File: config.mk
export PLATFORM = sky130hd
export DESIGN_NAME = audio_comb_sched
export DESIGN_NICKNAME = d
export VERILOG_FILES = /design/src/rtl/audio_comb_sched_pkg.sv /design/src/rtl/audio_comb_rr_arb.sv /design/src/rtl/audio_comb_sched.sv
export SDC_FILE = /design/constraint.sdc
export NUM_CORES = 1
export LEC_CHECK = 0
export ABC_CLOCK_PERIOD_IN_PS = 4280
export CAP_MARGIN = 5
export CORE_ASPECT_RATIO = 1.5
export CORE_MARGIN = 4
export CORE_UTILIZATION = 55
export CTS_CLUSTER_DIAMETER = 40
export DETAILED_ROUTE_END_ITERATION = 16
export PLACE_DENSITY = 0.78
export SYNTH_ARGS = -nofsm -noshare
export SYNTH_HDL_FRONTEND = slang
export SYNTH_SLANG_ARGS = --single-unit
File: constraint.sdc
create_clock -name clk -period 4.28 [get_ports clk]
set_input_delay 0.856 -clock clk [delete_from_list [all_inputs] [get_ports clk]]
set_output_delay 0.856 -clock clk [all_outputs]
set_load 0.02 [all_outputs]
File: src/rtl/audio_comb_sched_pkg.sv
// Shared types and width helpers for the time-multiplexed comb scheduler.
package audio_comb_sched_pkg;

    typedef enum logic [1:0] {
        ST_CLEAR = 2'd0,
        ST_IDLE  = 2'd1,
        ST_RD    = 2'd2,
        ST_WR    = 2'd3
    } state_e;

    function automatic int unsigned clog2(input int unsigned v);
        int unsigned r;
        r = 0;
        while ((32'd1 << r) < v) r++;
        return r;
    endfunction

    // Width that never collapses to zero bits, for pointers and addresses.
    function automatic int unsigned clog2_min1(input int unsigned v);
        return (clog2(v) == 0) ? 1 : clog2(v);
    endfunction

endpackage

File: src/rtl/audio_comb_rr_arb.sv
// Combinational round-robin arbiter: first requester after the last grant, cyclically.
module audio_comb_rr_arb
    import audio_comb_sched_pkg::*;
#(
    parameter  int unsigned NCH = 4,
    localparam int unsigned CHW = clog2(NCH)
) (
    input  logic [NCH-1:0] req,
    input  logic [CHW-1:0] last,
    output logic [NCH-1:0] gnt_c,
    output logic [CHW-1:0] gnt_idx_c,
    output logic           any_c
);

    logic           any_hi, any_lo;
    logic [CHW-1:0] idx_hi, idx_lo;

    // Channels above the last grant win over channels at or below it.
    always_comb begin
        any_hi = 1'b0;
        any_lo = 1'b0;
        idx_hi = '0;
        idx_lo = '0;
        for (int unsigned c = 0; c < NCH; c++) begin
            if (req[c] && (c > 32'(last)) && !any_hi) begin
                any_hi = 1'b1;
                idx_hi = CHW'(c);
            end
            if (req[c] && (c <= 32'(last)) && !any_lo) begin
                any_lo = 1'b1;
                idx_lo = CHW'(c);
            end
        end
    end

    always_comb begin
        any_c     = any_hi | any_lo;
        gnt_idx_c = any_hi ? idx_hi : idx_lo;
        gnt_c     = any_c ? (NCH'(1) << gnt_idx_c) : '0;
    end

endmodule

File: src/rtl/audio_comb_sched.sv
// Shared comb datapath (y = x[n] - x[n-DEPTH]) scheduled across NCH channels.
// Optional: define AUDIO_COMB_SCHED_SAT_EN to saturate the difference instead of wrapping.
module audio_comb_sched
    import audio_comb_sched_pkg::*;
#(
    parameter  int unsigned IW    = 16,
    parameter  int unsigned DEPTH = 1,
    parameter  int unsigned NCH   = 4,
    localparam int unsigned CHW   = clog2(NCH)
) (
    input  logic              clk,
    input  logic              reset,
    input  logic [NCH-1:0]    req,
    input  logic [NCH*IW-1:0] snd_in,
    output logic [NCH-1:0]    ack,
    output logic              busy,
    output logic              out_valid,
    output logic [CHW-1:0]    out_ch,
    output logic [IW-1:0]     snd_out
);

    localparam int unsigned PW     = clog2_min1(DEPTH);
    localparam int unsigned NWORDS = NCH * DEPTH;
    localparam int unsigned RAW    = clog2_min1(NWORDS);

    state_e          state, state_n;
    logic [RAW-1:0]  clr_cnt;
    logic [CHW-1:0]  last_g, g_q;
    logic [PW-1:0]   ptr [NCH];
    logic [IW-1:0]   x_q, prev, ram_q, res_c;
    logic [IW-1:0]   ram [NWORDS];
    logic [IW-1:0]   snd_arr [NCH];

    logic [NCH-1:0]  gnt_c;
    logic [CHW-1:0]  gidx_c;
    logic            any_c;
    logic            ram_we_c, ram_re_c;
    logic [RAW-1:0]  ram_addr_c;
    logic [IW-1:0]   ram_wdata_c;

    for (genvar c = 0; c < NCH; c++) begin : g_lane
        assign snd_arr[c] = snd_in[c*IW +: IW];
    end

    audio_comb_rr_arb #(.NCH(NCH)) u_arb (
        .req       (req),
        .last      (last_g),
        .gnt_c     (gnt_c),
        .gnt_idx_c (gidx_c),
        .any_c     (any_c)
    );

`ifdef AUDIO_COMB_SCHED_SAT_EN
    logic [IW:0] diff_c;
    assign diff_c = {x_q[IW-1], x_q} - {prev[IW-1], prev};
    // Sign bits disagree only when the IW-bit result overflowed.
    always_comb begin
        if (diff_c[IW] != diff_c[IW-1])
            res_c = diff_c[IW] ? {1'b1, {(IW-1){1'b0}}} : {1'b0, {(IW-1){1'b1}}};
        else
            res_c = diff_c[IW-1:0];
    end
`else
    assign res_c = x_q - prev;
`endif

    always_ff @(posedge clk) begin
        if (reset) state <= ST_CLEAR;
        else       state <= state_n;
    end

    // Next state and single-port RAM control; delay line of channel c starts at c*DEPTH.
    always_comb begin
        state_n     = state;
        ram_we_c    = 1'b0;
        ram_re_c    = 1'b0;
        ram_addr_c  = '0;
        ram_wdata_c = '0;
        case (state)
            ST_CLEAR: begin
                ram_we_c   = 1'b1;
                ram_addr_c = clr_cnt;
                if (clr_cnt == RAW'(NWORDS - 1)) state_n = ST_IDLE;
            end
            ST_IDLE: begin
                if (any_c) begin
                    ram_re_c   = 1'b1;
                    ram_addr_c = RAW'(32'(gidx_c) * DEPTH + 32'(ptr[gidx_c]));
                    state_n    = ST_RD;
                end
            end
            ST_RD: state_n = ST_WR;
            ST_WR: begin
                ram_we_c    = 1'b1;
                ram_addr_c  = RAW'(32'(g_q) * DEPTH + 32'(ptr[g_q]));
                ram_wdata_c = x_q;
                state_n     = ST_IDLE;
            end
            default: state_n = ST_CLEAR;
        endcase
    end

    always_ff @(posedge clk) begin
        if (ram_we_c) ram[ram_addr_c] <= ram_wdata_c;
        if (ram_re_c) ram_q <= ram[ram_addr_c];
    end

    // Datapath, pointers and registered outputs.
    always_ff @(posedge clk) begin
        if (reset) begin
            clr_cnt   <= '0;
            last_g    <= CHW'(NCH - 1);
            g_q       <= '0;
            x_q       <= '0;
            prev      <= '0;
            ack       <= '0;
            out_valid <= 1'b0;
            out_ch    <= '0;
            snd_out   <= '0;
            busy      <= 1'b1;
            ptr       <= '{default: '0};
        end else begin
            ack       <= '0;
            out_valid <= 1'b0;
            busy      <= (state_n != ST_IDLE);
            case (state)
                ST_CLEAR: clr_cnt <= clr_cnt + RAW'(1);
                ST_IDLE: begin
                    if (any_c) begin
                        ack    <= gnt_c;
                        g_q    <= gidx_c;
                        last_g <= gidx_c;
                        x_q    <= snd_arr[gidx_c];
                    end
                end
                ST_RD: prev <= ram_q;
                ST_WR: begin
                    out_valid  <= 1'b1;
                    out_ch     <= g_q;
                    snd_out    <= res_c;
                    ptr[g_q]   <= (ptr[g_q] == PW'(DEPTH - 1)) ? '0 : ptr[g_q] + PW'(1);
                end
                default: ;
            endcase
        end
    end

endmodule

-- Word level (Yosys, flattened, before mapping)
Memories as Yosys holds them, arrays and structs flattened. A register that Yosys moved wholly into a read port is not among the register bits.
Index checks and enable logic that the tools add are counted.
- bits in registers: 68
- RAM bits: 64
- input port bits: 70
- logic and storage cells: 101
- memories kept: 1
- $add $sub $neg: 5
- magnitude comparators: 9
- equal/unequal tests: 5
- shift operators: 1
- multiplexer cells: 39
- bitwise logic cells: 5
- reduce and logical (&&, ||, !) cells: 21
- memories (memory ; words ; bits a word ; rd ports ; clocked after Yosys merged registers in ; wr ports ; RTL line ; source):
    ram ; 4 ; 16 ; 1 ; 1 ; 1 ; audio_comb_sched.sv:31 ; logic [IW-1:0] ram [NWORDS];
- operator list (kind ; number):
    16-bit two-way mux ; 3
    16-bit binary-select mux with 2-bit select ; 1
    1-bit two-way mux ; 21
    2-bit two-way mux ; 8
    16-bit subtractor ; 1
    1-bit logical AND ; 12
    2-bit case mux with 4 select lines ; 1
    2-bit == test (second input constant) ; 3
    3-bit greater-or-equal comparator (second input constant) ; 2
    2-bit NOT with 3-bit output ; 2
    2-bit case mux with 3 select lines ; 1
    1-bit logical NOT ; 5
    2-bit by 1-bit adder with 2-bit output ; 2
    1-bit binary-select mux with 2-bit select ; 2
    4-bit bitwise mux ; 1
    2-bit greater-than comparator (first input constant) ; 2
    2-bit less-or-equal comparator (first input constant) ; 2
    1-bit by 2-bit << shifter with 4-bit output (first input constant) ; 1
    3-bit by 1-bit less-than comparator with 1-bit output (second input constant) ; 1
    3-bit OR reduction ; 1
    2-bit by 1-bit adder with 2-bit output (second input constant) ; 1
    1-bit demux with 2-bit select ; 1
    2-bit by 1-bit == test with 1-bit output (second input constant) ; 1
    1-bit by 2-bit greater-than comparator with 1-bit output (first input constant) ; 1
    other kinds (8) ; 9

-- Longest topological paths before layout
Gate-level depths: netlist of run 1.
- depth after elaboration: 18
- gate-level depth with buffers: 10

-- Hierarchy
From an unflattened synthesis of run 1, not the netlist that was laid out.
- cells, all modules: 566
- area total of the unflattened synthesis: 6570.1 um^2
- modules (own cells, without submodules) (module ; instances ; cells an instance ; area each (um^2) ; seq. area each (um^2)):
    audio_comb_sched ; 1 ; 536 ; 6387.4 ; 3683.5
    audio_comb_rr_arb ; 1 ; 30 ; 182.7 ; 0.0

-- Worst setup path before layout of run 1
No wires, ideal clock.
- path type: input to register
- start: input req[1]
- end: memory ram[1][0] (enable)
- library setup time: 430 ps
- data arrival time: 3531 ps
- setup slack: 319 ps
- stages: 7
- path buffers: 1
- path through: nor2_1 nand2_1 nand2_2 inv_1 a21oi_1 clkbuf_1 nor4_1
- word-level cells in the longest chain between the ends: 17
- elaborated cells on any way between the ends: 32
- those cells by class: add/sub (1); mux (18); bitwise (2); reduce/logical (11)
- ends and longest elaborated chain (item ; RTL line ; source):
    start, declared ; audio_comb_sched.sv:13 ; input logic [NCH-1:0] req,
    1-bit logical AND (2 in a row) ; audio_comb_rr_arb.sv:29 ; if (req[c] && (c <= 32'(last)) && !any_lo) begin
    1-bit two-way mux ; audio_comb_rr_arb.sv:29 ;
    1-bit logical NOT ; audio_comb_rr_arb.sv:29 ;
    1-bit logical AND ; audio_comb_rr_arb.sv:29 ;
    1-bit two-way mux ; audio_comb_rr_arb.sv:29 ;
    1-bit logical NOT ; audio_comb_rr_arb.sv:29 ;
    1-bit logical AND ; audio_comb_rr_arb.sv:29 ;
    2-bit two-way mux ; audio_comb_rr_arb.sv:29 ;
    2-bit two-way mux ; audio_comb_rr_arb.sv:38 ; gnt_idx_c = any_hi ? idx_hi : idx_lo;
    2-bit NOT with 3-bit output (not written as such) ; audio_comb_sched.sv:88 ; ram_addr_c = RAW'(32'(gidx_c) * DEPTH + 32'(ptr[gidx_c]));
    1-bit binary-select mux with 2-bit select ; audio_comb_sched.sv:88 ;
    1-bit two-way mux (not written as such) (2 in a row) ; audio_comb_sched.sv:88 ;
    2-bit by 1-bit adder with 2-bit output ; audio_comb_sched.sv:88 ;
    2-bit two-way mux * ; audio_comb_sched.sv:86 ; if (any_c) begin
    2-bit case mux with 3 select lines * ; audio_comb_sched.sv:79 ; case (state)
    end, declared ; audio_comb_sched.sv:31 ;
Every way passes the cells marked *; elsewhere a longest branch is shown, timed or not. The select of a mux whose other input is x is not followed.

-- Worst setup path after layout of run 1
- start: input req[1]
- end: memory ram[0][9] (enable)
Same word-level chain as after synthesis.

==> results.sh, run 1 <==
export IMPL_status="completed"
export IMPL_synth_seq_cells=144
export IMPL_grt_pass1_wl_um=27900
export IMPL_worst_pin_slew_ns=1.14
export IMPL_rows=49
export IMPL_grt_max_degree=48
export IMPL_ys_types=59
export IMPL_cts_tree="built"
export IMPL_ys_top_cells_by_area="edfxtp_1 36%, dfxtp_1 19%, mux2i_1 4.9%"
export IMPL_dr_pass1_iters=5
export IMPL_post_cts_setup_buffers=0
export IMPL_power_w=0.00581
export IMPL_drive_above_1_share_pct=7.74
export IMPL_io_buffers=93
export IMPL_hold_class="register to register"
export IMPL_cts_resized=0
export IMPL_crit_fanout=8
export IMPL_clk_pin_slew_ns=0.06
export IMPL_leakagePower_nw=3.15
export IMPL_synth_edf_count=80
export IMPL_wl_um=17700
export IMPL_drtAntennaViolNets=0
export IMPL_gr_total_overflow=0
export IMPL_async_flop_share_pct=0
export IMPL_fin_area_um2=8440
export IMPL_use_met2_pct=44.2
export IMPL_synth_common_cells="84 x nand2_1, 80 x edfxtp_1, 64 x dfxtp_1, 53 x nor2_1, 33 x mux2i_1"
export IMPL_min_period_ns=3.06
export IMPL_cts_buffers=17
export IMPL_fmax_mhz=327
export IMPL_num_fill_cells=895
export IMPL_dieArea_um2=14100
export IMPL_rsz0062_at_grt="false"
export IMPL_crit_arrival_ns=3.18
export IMPL_h_tree_depth=4
export IMPL_start_kind="input pin"
export IMPL_clock_path_buffers=2
export IMPL_relSlewSlack_pct=24.3
export IMPL_place_gp_congestion=0.969
export IMPL_syn_to_final_growth_pct=25.4
export IMPL_synth_area_um2=6730
export IMPL_synthFlopType="edfxtp_1"
export IMPL_synth_top_area_cell="edfxtp_1"
export IMPL_wl_per_cell_um=19.7
export IMPL_fin_worst_skew_ns=0.0169
export IMPL_antenna_cells=0
export IMPL_critPathKind="input pin to register"
export IMPL_io_pins=94
export IMPL_peakVddDrop_uv=358
export IMPL_hold_violations=0
export IMPL_ctsHoldBuffers=0
export IMPL_worstPathRequired_ns=4.40
export IMPL_cp_end_kind="register"
export IMPL_use_met3_pct=5.78
export IMPL_ys_warnings_count=0
export IMPL_grt_usage_pct=25.3
export IMPL_placed_area_um2=7860
export IMPL_gr_usage_met1_pct=30.1
export IMPL_first_global_vias=5434
export IMPL_cts_sinks=144
export IMPL_drv_slew=0
export IMPL_nets=828
export IMPL_synth_most_common_cell="nand2_1"
export IMPL_insertion_delay_ns=0.42
export IMPL_coreArea_um2=12000
export IMPL_clk_root_buffer_cell="clkbuf_16"
export IMPL_start_util_pct=56.0
export IMPL_synthesis_nets=729
export IMPL_fin_setup_tns_ns=0
export IMPL_yosysSeqAreaShare_pct=54.8
export IMPL_die_w_um=98.3
export IMPL_synth_top_area_share_pct=35.7
export IMPL_finalSetupViolCount=0
export IMPL_drtIter0Drc=316
export IMPL_syn_inst=637
export IMPL_syn_area_per_cell_um2=10.6
export IMPL_drv_cap=0
export IMPL_die_h_um=143
export IMPL_num_vias=5435
export IMPL_vias_per_cell=6.03
export IMPL_finalCritPeriodShare_pct=71.4
export IMPL_p_per_area_nw_per_um2=688
export IMPL_drc_errors=0
export IMPL_antenna_found_initial=0
export IMPL_busiest_layer="met2"
export IMPL_dp_hpwl_um=13000
## worst paths after layout
kind / slack (ns) / cells after the start / start / to
worst max-delay path: 1.22 / 9 / req[1] / ram[0][9]$_DFFE_PP_
worst min-delay path: 0.49 / 2 / g_q[1]$_SDFFE_PP0P_ / g_q[1]$_SDFFE_PP0P_
worst max register to register: 1.61 / 7 / state[0]$_SDFF_PP0_ / ram[0][9]$_DFFE_PP_
worst min register to register: 0.49 / 2 / g_q[1]$_SDFFE_PP0P_ / g_q[1]$_SDFFE_PP0P_
## per-stage QoR
stage               hold slack (ns)  setup WS [ns]  utilization, %  instances
floorplan                     0.425          0.319               -        637
global placement              0.453          0.963            65.4        870
detailed placement            0.474          0.873            65.4        870
CTS                           0.484           1.29            70.2        902
global route                  0.500           1.12            70.2        902
finish                        0.485           1.22            70.2        902
## area by class of cell
| class | instances | area [um^2] | share of cell area (%) |
|---|---|---|---|
| Inverter | 26 | 97.6 | 1.16 |
| Timing Repair Buffer | 111 | 1070 | 12.6 |
| Clock inverter | 14 | 154 | 1.82 |
| Sequential cell | 144 | 3680 | 43.6 |
| Tap cell | 153 | 191 | 2.27 |
| Clock buffer | 18 | 429 | 5.09 |
| Multi-Input combinational cell | 436 | 2820 | 33.4 |
## logic make-up after synthesis
family | synth area share [%]
buf+inv | 3.72
fa+ha+maj | 4.20
xor+xnor | 1.17
mux | 5.08
compound gates | 14.7
simple gates | 16.4
flops | 54.8
## worst max-delay path: stages
cell	delay (ns)
clkdlybuf4s50_1	0.50
nor2_1	0.27
nand2_1	0.13
nand2_2	0.24
inv_1	0.09
a21oi_1	0.47
a21oi_1	0.20
nor2_1	0.21
buf_4	0.21
## power by group
group / internal (W) / switching [W]
Combinational: 0.000932 / 0.00132
Clock: 0.000869 / 0.000585
Sequential: 0.00193 / 0.000182
Total: 0.00373 / 0.00208
## registers in the layout, indices dropped and copies added, names as in the netlist
name,count
state,2
snd_out,16
clr_cnt,2
ram,64
out_valid,1
ram_q,16
prev,16
out_ch,2
g_q,2
x_q,16
ack,4
busy,1
last_g,2
## placed cells by master (no fill, tap or decap), drive strengths merged, types with 10 or more instances in the layout
| master | Yosys | final |
|---|---|---|
| inv | 26 | 33 |
| o221ai | 17 | 17 |
| o21ai | 28 | 28 |
| mux2i | 33 | 33 |
| edfxtp | 80 | 80 |
| nor2 | 53 | 53 |
| ha | 21 | 21 |
| buf | 16 | 18 |
| a21oi | 17 | 17 |
| clkdlybuf4s50 | 0 | 93 |
| nand2 | 85 | 85 |
| clkbuf | 15 | 18 |
| nor3 | 26 | 26 |
| dfxtp | 64 | 64 |
| and2 | 15 | 15 |
| and3 | 21 | 21 |
| a31oi | 15 | 15 |
| nor2b | 10 | 10 |
## layer usage
layer  part of all wire [%]  up-vias  wire (um)
met5                      0        -          0
met4                    3.1        0        544
met3                    6.2       40       1100
met2                     51      246       9010
met1                     40     2603       7080
li1                       -     2546          -
No activity file was read; power rests on OpenSTA's default activity.
==> run 2: changes to the inputs <==
--- a/config.mk
+++ b/config.mk
@@ -5,7 +5,7 @@
 export SDC_FILE = /design/constraint.sdc
 export NUM_CORES = 1
 export LEC_CHECK = 0
-export ABC_CLOCK_PERIOD_IN_PS = 4280
+export ABC_CLOCK_PERIOD_IN_PS = 3100
 export CAP_MARGIN = 5
 export CORE_ASPECT_RATIO = 1.5
 export CORE_MARGIN = 4
==> constraint.sdc (replaced) <==
create_clock -name clk -period 3.1 [get_ports clk]
set_input_delay 0.62 -clock clk [delete_from_list [all_inputs] [get_ports clk]]
set_output_delay 0.62 -clock clk [all_outputs]
set_load 0.02 [all_outputs]
==> results.sh, run 2 (synthesis gave the netlist of run 1 again) <==
export IMPL_coreArea_um2=12000
export IMPL_gr_total_overflow=0
export IMPL_dieArea_um2=14100
export IMPL_drv_cap=0
export IMPL_crit_chain="clkdlybuf4s50_1 > nor2_1 > o31a_1 > a21o_1 > buf_12 > nor4_2 > buf_4"
export IMPL_place_gp_congestion=0.954
export IMPL_crit_fanout=25
export IMPL_worstPathRequired_ns=3.21
export IMPL_worst_path_stages=7
export IMPL_power_w=0.00811
export IMPL_wl_per_cell_um=19.9
export IMPL_critPathBufInv=3
export IMPL_cts_resized=0
export IMPL_rsz0062_at_grt="false"
export IMPL_min_period_ns=2.55
export IMPL_status="completed"
export IMPL_ctsHoldBuffers=0
export IMPL_largest_reg_flops=64
export IMPL_h_tree_depth=4
export IMPL_critPathTopFamily="buffers and inverters"
export IMPL_nets=834
export IMPL_placed_area_um2=7940
export IMPL_p_per_area_nw_per_um2=951
export IMPL_critPathKind="input pin to register"
export IMPL_relSlewSlack_pct=48.4
export IMPL_insertion_delay_ns=0.43
export IMPL_first_global_vias=5490
export IMPL_grt_pass1_wl_um=28800
export IMPL_cts_buffers=17
export IMPL_comb_power_share_pct=39.0
export IMPL_io_pins=94
export IMPL_rows=49
export IMPL_pwr_share_clk_pct=24.9
export IMPL_mostFrequentLayoutCells="93 x clkdlybuf4s50_1, 84 x nand2_1, 80 x edfxtp_1"
export IMPL_clk_root_buffer_cell="clkbuf_16"
export IMPL_peakVddDrop_uv=480
export IMPL_pre_cts_slack_ns=0.148
export IMPL_reg2reg_setup_slack_ns=0.62
export IMPL_switching_share_pct=36.5
export IMPL_reg2reg_from="state[1]$_SDFF_PP0_"
export IMPL_crit_arrival_ns=2.65
export IMPL_start_kind="input pin"
export IMPL_leakagePower_nw=3.20
export IMPL_grt_usage_pct=26.3
export IMPL_p_sw_w=0.00296
export IMPL_die_h_um=143
export IMPL_dr_pass1_iters=6
export IMPL_hold_violations=0
export IMPL_hold_class="register to register"
export IMPL_finalSetupViolCount=0
export IMPL_fin_worst_skew_ns=0.0119
export IMPL_drtIter0Drc=380
export IMPL_drive_above_1_share_pct=8.87
export IMPL_start_util_pct=56.0
export IMPL_dp_hpwl_um=12800
export IMPL_cts_sinks=144
export IMPL_clk_pin_slew_ns=0.07
export IMPL_num_vias=5529
export IMPL_hp_start="snd_out[13]$_SDFFE_PP0P_"
export IMPL_post_cts_setup_buffers=0
export IMPL_min_to="snd_out[13]$_SDFFE_PP0P_"
export IMPL_drc_errors=0
export IMPL_internal_power_w=0.00515
export IMPL_layout_cells_most_common="clkdlybuf4s50_1"
export IMPL_finalCritPeriodShare_pct=82.1
export IMPL_top_register="ram"
export IMPL_fin_area_um2=8530
export IMPL_syn_to_final_growth_pct=26.8
export IMPL_cp_end_kind="register"
export IMPL_cpPeakStageDelay_ns=0.57
export IMPL_hold_depth=1
export IMPL_r2r_end="ram[1][11]$_DFFE_PP_"
export IMPL_vias_per_cell=6.09
export IMPL_wl_um=18100
export IMPL_cpMaxStageDelayCell="clkdlybuf4s50_1"
export IMPL_drv_slew=0
export IMPL_grt_max_degree=53
export IMPL_antenna_found_initial=0
export IMPL_pwr_share_seq_pct=36.1
export IMPL_die_w_um=98.3
export IMPL_fmax_mhz=393
export IMPL_drtAntennaViolNets=0
export IMPL_worst_pin_slew_ns=0.774
export IMPL_clock_path_buffers=2
export IMPL_r2r_cells=6
export IMPL_cts_tree="built"
export IMPL_fin_ws_ns=0.554
export IMPL_antenna_cells=0
export IMPL_io_buffers=93
[run 2: changes by cell type in the layout (fill, tap and decap cells not counted), sizes merged]
cell	delta
clkinv	-1
buf	+6
bufinv	-1
inv	+3
clkbuf	-1
[run 2: final cells by class]
cell class	count	area (um^2)
sequential	144	3680
fill	863	3490
multi-input combinational	436	2820
timing repair buffer	117	1150
clock buffer	17	425
tap	153	191
clock inverter	15	166
inverter	26	97.6
[run 2: metal layers]
| metal | share of wire (%) | track usage, % | vias to the layer above |
|---|---|---|---|
| met4 | 2.2 | 10.3 | 0 |
| met1 | 39 | 32.1 | 2675 |
| met5 | 0 | 0 | - |
| met3 | 6.9 | 4.91 | 35 |
| li1 | - | - | 2559 |
| met2 | 52 | 46.1 | 260 |
[run 2: how the worst max path moves through the flow]
stage          startpoint                   end  slack [ns]
3_3_place_gp       req[3]   ram_q[13]$_DFFE_PP_        0.24
4_1_cts            req[1]  ram[1][11]$_DFFE_PP_        0.58
3_5_place_dp       req[3]   ram_q[13]$_DFFE_PP_        0.15
6_report           req[1]  ram[1][11]$_DFFE_PP_        0.55
2_1_floorplan      req[1]   ram[1][0]$_DFFE_PP_       -0.63
5_1_grt            req[3]    ram_q[5]$_DFFE_PP_        0.38
[run 2: per-stage QoR]
stage               util (%)  setup TNS (ns)  instances  hold WS, ns
floorplan                  -          -20.01        637        0.425
global placement        66.1               0        876        0.452
detailed placement      66.1               0        876        0.455
CTS                     71.0               0        908        0.481
global route            71.0               0        908        0.499
finish                  71.0               0        908        0.483
[run 2: power groups by stage]
| stage | combinational (W) | clock (W) | sequential, W |
|---|---|---|---|
| global placement | 0.00298 | 0 | 0.00293 |
| floorplan | 0.00218 | 0 | 0.00289 |
| detailed placement | 0.00310 | 0 | 0.00295 |
| global route | 0.00346 | 0.00213 | 0.00298 |
| finish | 0.00316 | 0.00202 | 0.00293 |
| CTS | 0.00313 | 0.00204 | 0.00292 |
